<file path="src/rtl/main_fsm_pkg.sv">
// Shared control package: state encodings, datapath mux codes and the
// control-word layout used by main_fsm and the multicycle datapath.
package main_fsm_pkg;

  localparam int unsigned STATE_W = 4;

  typedef enum logic [STATE_W-1:0] {
    S_FETCH    = 4'd0,
    S_DECODE   = 4'd1,
    S_MEMADR   = 4'd2,
    S_MEMRD    = 4'd3,
    S_MEMWB    = 4'd4,
    S_MEMWR    = 4'd5,
    S_EXECUTER = 4'd6,
    S_EXECUTEI = 4'd7,
    S_ALUWB    = 4'd8,
    S_BRANCH   = 4'd9,
    S_UNKNOWN  = 4'd10
  } state_t;

  // Instruction class (Instr[27:26])
  localparam logic [1:0] OP_DP    = 2'b00;
  localparam logic [1:0] OP_MEM   = 2'b01;
  localparam logic [1:0] OP_BR    = 2'b10;
  localparam logic [1:0] OP_UNDEF = 2'b11;

  localparam logic [1:0] SRCA_REG = 2'b00;
  localparam logic [1:0] SRCA_PC  = 2'b10;

  localparam logic [1:0] SRCB_WD   = 2'b00;
  localparam logic [1:0] SRCB_IMM  = 2'b01;
  localparam logic [1:0] SRCB_FOUR = 2'b10;

  localparam logic [1:0] RES_ALUOUT = 2'b00;
  localparam logic [1:0] RES_DATA   = 2'b01;
  localparam logic [1:0] RES_ALURES = 2'b10;

  typedef struct packed {
    logic       irwrite;
    logic       adrsrc;
    logic [1:0] alusrca;
    logic [1:0] alusrcb;
    logic [1:0] resultsrc;
    logic       nextpc;
    logic       regw;
    logic       memw;
    logic       branch;
    logic       aluop;
  } ctrl_t;

endpackage

</file>
<file path="src/rtl/main_fsm.sv">
// Multicycle main controller: Moore FSM sequencing fetch/decode/execute and
// decoding the datapath control word purely from the current state.
module main_fsm
  import main_fsm_pkg::*;
#(
  parameter int unsigned STATE_W = main_fsm_pkg::STATE_W
) (
  input  logic               clk,
  input  logic               reset,
  input  logic [1:0]         Op,
  input  logic [5:0]         Funct,
  output logic               IRWrite,
  output logic               AdrSrc,
  output logic [1:0]         ALUSrcA,
  output logic [1:0]         ALUSrcB,
  output logic [1:0]         ResultSrc,
  output logic               NextPC,
  output logic               RegW,
  output logic               MemW,
  output logic               Branch,
  output logic               ALUOp,
  output logic [STATE_W-1:0] State
);

  state_t state;
  state_t state_nxt;
  ctrl_t  ctrl;

  // Funct[4:1] belong to the ALU decoder, not to sequencing
  logic unused_funct;
  assign unused_funct = ^Funct[4:1];

  // State register
  always_ff @(posedge clk or posedge reset) begin
    if (reset) state <= S_FETCH;
    else       state <= state_nxt;
  end

  // Next-state and Moore output decode
  always_comb begin
    state_nxt = S_FETCH;
    ctrl      = '0;
    case (state)
      S_FETCH: begin
        state_nxt      = S_DECODE;
        ctrl.irwrite   = 1'b1;
        ctrl.nextpc    = 1'b1;
        ctrl.alusrca   = SRCA_PC;
        ctrl.alusrcb   = SRCB_FOUR;
        ctrl.resultsrc = RES_ALURES;
      end
      S_DECODE: begin
        case (Op)
          OP_MEM:   state_nxt = S_MEMADR;
          OP_DP:    state_nxt = Funct[5] ? S_EXECUTEI : S_EXECUTER;
          OP_BR:    state_nxt = S_BRANCH;
          OP_UNDEF: state_nxt = S_UNKNOWN;
          default:  state_nxt = S_UNKNOWN;
        endcase
        ctrl.alusrca   = SRCA_PC;
        ctrl.alusrcb   = SRCB_FOUR;
        ctrl.resultsrc = RES_ALURES;
      end
      S_MEMADR: begin
        state_nxt    = Funct[0] ? S_MEMRD : S_MEMWR;
        ctrl.alusrca = SRCA_REG;
        ctrl.alusrcb = SRCB_IMM;
      end
      S_MEMRD: begin
        state_nxt      = S_MEMWB;
        ctrl.adrsrc    = 1'b1;
        ctrl.resultsrc = RES_ALUOUT;
      end
      S_MEMWR: begin
        state_nxt      = S_FETCH;
        ctrl.adrsrc    = 1'b1;
        ctrl.resultsrc = RES_ALUOUT;
        ctrl.memw      = 1'b1;
      end
      S_MEMWB: begin
        state_nxt      = S_FETCH;
        ctrl.resultsrc = RES_DATA;
        ctrl.regw      = 1'b1;
      end
      S_EXECUTER: begin
        state_nxt    = S_ALUWB;
        ctrl.alusrca = SRCA_REG;
        ctrl.alusrcb = SRCB_WD;
        ctrl.aluop   = 1'b1;
      end
      S_EXECUTEI: begin
        state_nxt    = S_ALUWB;
        ctrl.alusrca = SRCA_REG;
        ctrl.alusrcb = SRCB_IMM;
        ctrl.aluop   = 1'b1;
      end
      S_ALUWB: begin
        state_nxt      = S_FETCH;
        ctrl.resultsrc = RES_ALUOUT;
        ctrl.regw      = 1'b1;
      end
      S_BRANCH: begin
        state_nxt      = S_FETCH;
        ctrl.alusrca   = SRCA_PC;
        ctrl.alusrcb   = SRCB_IMM;
        ctrl.resultsrc = RES_ALURES;
        ctrl.branch    = 1'b1;
      end
      S_UNKNOWN: state_nxt = S_FETCH;
      // Illegal encodings recover to FETCH with every strobe low
      default:   state_nxt = S_FETCH;
    endcase
  end

  assign IRWrite   = ctrl.irwrite;
  assign AdrSrc    = ctrl.adrsrc;
  assign ALUSrcA   = ctrl.alusrca;
  assign ALUSrcB   = ctrl.alusrcb;
  assign ResultSrc = ctrl.resultsrc;
  assign NextPC    = ctrl.nextpc;
  assign RegW      = ctrl.regw;
  assign MemW      = ctrl.memw;
  assign Branch    = ctrl.branch;
  assign ALUOp     = ctrl.aluop;
  assign State     = STATE_W'(state);

endmodule

</file>
<file path="config.mk">
export PLATFORM = sky130hd
export DESIGN_NAME = main_fsm
export DESIGN_NICKNAME = d
export VERILOG_FILES = /design/src/rtl/main_fsm_pkg.sv /design/src/rtl/main_fsm.sv
export SDC_FILE = /design/constraint.sdc
export NUM_CORES = 1
export LEC_CHECK = 0
export CAP_MARGIN = 5
export CORE_AREA = 10 10 47 49
export CTS_CLUSTER_SIZE = 14
export DETAILED_ROUTE_END_ITERATION = 7
export DIE_AREA = 0 0 57 59
export REMOVE_ABC_BUFFERS = 1
export SLEW_MARGIN = 20
export SYNTH_ARGS = -nofsm -noshare
export SYNTH_HDL_FRONTEND = slang
export SYNTH_SLANG_ARGS = --single-unit
</file>
<file path="constraint.sdc">
create_clock -name clk -period 2.5 [get_ports clk]
set_input_delay 0.5 -clock clk [delete_from_list [all_inputs] [get_ports clk]]
set_output_delay 0.5 -clock clk [all_outputs]
set_load 0.03 [all_outputs]
</file>
==> out/results.tsv, run 1 <==
stage	metric	value	unit
critical_path	cp_slowest_cell	clkdlybuf4s50_1	
cells_and_area	fin_nets	73	
sta	timing.final.crit_share	0.945	
floorplanning	placementRows	14	
logic_synthesis	synth_area	333	um^2
status	status	finished clean	
global_route	antenna_found_initial	0	
route	dr.first_iter.drc_count	6	
logic_synthesis	synthCells	43	
critical_path	path_buf_inv	1	
route	routed_wl	1060	um
critical_path	max_stage_delay	0.70	ns
cells_and_area	diodes	0	
global_route	grt_max_degree	14	
critical_path	rr_worst_depth	3	
global_route	gr-total-overflow	0	
cts	cts_buffer_depth	2	
logic_synthesis	ys_seq_area_frac	0.301	
logic_synthesis	yosys_warnings	0	
sta	setup_viol	0	
sta	drv_slew	0	
critical_path	path_class	reg -> out	
placement	portBuffers	21	
route	met3WireLength	168	um
cells_and_area	fin_util	0.397	
logic_synthesis	ys_types	23	
route	met2_length	435	um
floorplanning	die_width	57	um
sta	layout_setup_ws	0.138	ns
critical_path	reg2reg_from	State[0]	
route	drc	0	
critical_path	crit_family	buffers and inverters	
placement	pre_cts_ws	0.283	ns
critical_path	cp_max_fo	13	
sta	fmax	423	MHz
global_route	grt_first_pass_wirelength	1810	um
cells_and_area	area_growth	67.3	%
sta	fin_crit	2.36	ns
cells_and_area	final_common_cell	clkdlybuf4s50_1	
cts	htree_num_levels	1	
route	top_layer_used	met3	
floorplanning	start_util	0.237	
critical_path	worstPathCellList	nand2b_1, nor3_1, clkdlybuf4s50_1	
placement	place_congestion	0.751	
route	wl_per_cell	13.8	um
global_route	grt_usage	0.0677	
sta	fin_setup_tns	0	ns
floorplanning	ios	27	
cts	clk_latency	0.24	ns
route	vias	369	
sta	whs	0.442	ns
cells_and_area	drive_gt1_frac	0.115	
logic_synthesis	synth-seq-cells	4	
worst_hold_path	hold_path_class	in -> async	
cells_and_area	fillerInstances	166	
global_route	grt_pass1_vias	408	
flow_run	cap_violations	0	
critical_path	regToRegSetupSlack	1.34	ns
critical_path	cp-start-kind	flip-flop	
cts	clk_pin_slew	0.04	ns
cells_and_area	largest_reg_flops	4	
floorplanning	core_area	1400	um^2
critical_path	r2r-end	State[2]	
cts	cts_tree	yes	
route	viasPerCell	4.79	
sta	hold_viol	0	
cts	numCtsBuffers	3	
critical_path	end_kind	primary output	
floorplanning	die_h	59	um
critical_path	required	2.00	ns
critical_path	arrival	1.86	ns
sta	finalClockSkew	0.00274	ns
cts	cts_num_sinks	4	
route	ant_nets	0	
placement	dp_hpwl	807	um
route	wl_met1	456	um
logic_synthesis	avgSynthCellArea	7.74	um^2
route	drtPass1Iterations	2	
cts	cts_root_buffer	clkbuf_4	
sta	rsz0062_at_grt	no	
cells_and_area	layout_common_cells	clkdlybuf4s50_1 (19), nor2_1 (5), nor3_1 (4)	
floorplanning	dieArea	3360	um^2
cell type report:
class	instances	area (um^2)	area share
Timing Repair Buffer	21	215	0.387
Multi-Input combinational cell	30	185	0.333
Sequential cell	4	103	0.184
Clock buffer	3	22.5	0.0404
Tap cell	16	20.0	0.0360
Inverter	3	11.3	0.0202
kinds of logic after synthesis:
group                     share of synthesized area
and+or+nand+nor                               0.293
AOI/OAI and AO/OA                             0.199
buffers and inverters                         0.143
DFF                                           0.301
xor gates and xnor gates                     0.0526
other                                        0.0113
per-layer routing:
layer	global-route usage	vias up
met3	0.0558	0
met4	0.0403	0
met5	0	-
met1	0.0686	166
met2	0.0946	21
li1	-	182
how the worst max path moves through the flow:
stage	startpoint	cells past startpoint	end	slack, ns
2_1_floorplan	State[1]	1	IRWrite	-0.45
3_3_place_gp	State[2]	3	RegW	0.29
3_5_place_dp	State[1]	3	ALUSrcB[0]	0.28
4_1_cts	State[1]	3	ALUSrcB[0]	0.007
5_1_grt	State[3]	2	NextPC	0.03
6_report	State[3]	3	ResultSrc[0]	0.14
cell usage after synthesis:
| cell | count | area [um^2] |
|---|---|---|
| nand2_1 | 1 | 3.75 |
| inv_2 | 1 | 3.75 |
| o32ai_1 | 2 | 17.5 |
| nor3b_2 | 1 | 12.5 |
| nand2b_1 | 3 | 18.8 |
| nor3_1 | 4 | 20.0 |
| nor4_1 | 1 | 6.26 |
| a211oi_1 | 2 | 15.0 |
| buf_2 | 2 | 10.0 |
| o21ai_1 | 1 | 5.00 |
| a2bb2oi_1 | 1 | 8.76 |
| buf_4 | 3 | 22.5 |
| clkbuf_1 | 1 | 3.75 |
| nor2b_1 | 2 | 12.5 |
| a21boi_0 | 2 | 15.0 |
| xnor2_1 | 1 | 8.76 |
| nand3_1 | 1 | 5.00 |
| inv_1 | 2 | 7.51 |
| a21oi_1 | 1 | 5.00 |
| xor2_1 | 1 | 8.76 |
| dfrtp_1 | 4 | 100 |
| conb_1 | 1 | 3.75 |
| nor2_1 | 5 | 18.8 |
what timing repair did:
item | CTS | global route
setup buffers | 0 | 0
resized for setup | 0 | 4
endpoints found under the setup margin | 0 | 2
hold buffers | 0 | 0
metrics by stage:
step           std cells  area [um^2]
4_1_cts               77          549
6_report              77          557
3_3_place_gp          74          527
5_1_grt               77          557
2_1_floorplan         37          297
3_5_place_dp          74          527
worst reg2reg max path: cells and delay by family, from the launching register on:
kind | cells | cell delay (ns)
flops | 1 | 0.54
compound gates | 1 | 0.26
simple gates | 1 | 0.18
buf+inv | 1 | 0.10
Power of run 1 is left out: the tool's default activity adds up to more than one toggle a clock period on the data nets, which glitch-free logic cannot reach.
==> run 2: changes to the inputs <==
Settings changed: TNS_END_PERCENT set to 100.
==> results of run 2 <==
Final layout, timing and power as in run 1 (identical DEF).
Power of run 2 is left out for the same reason.
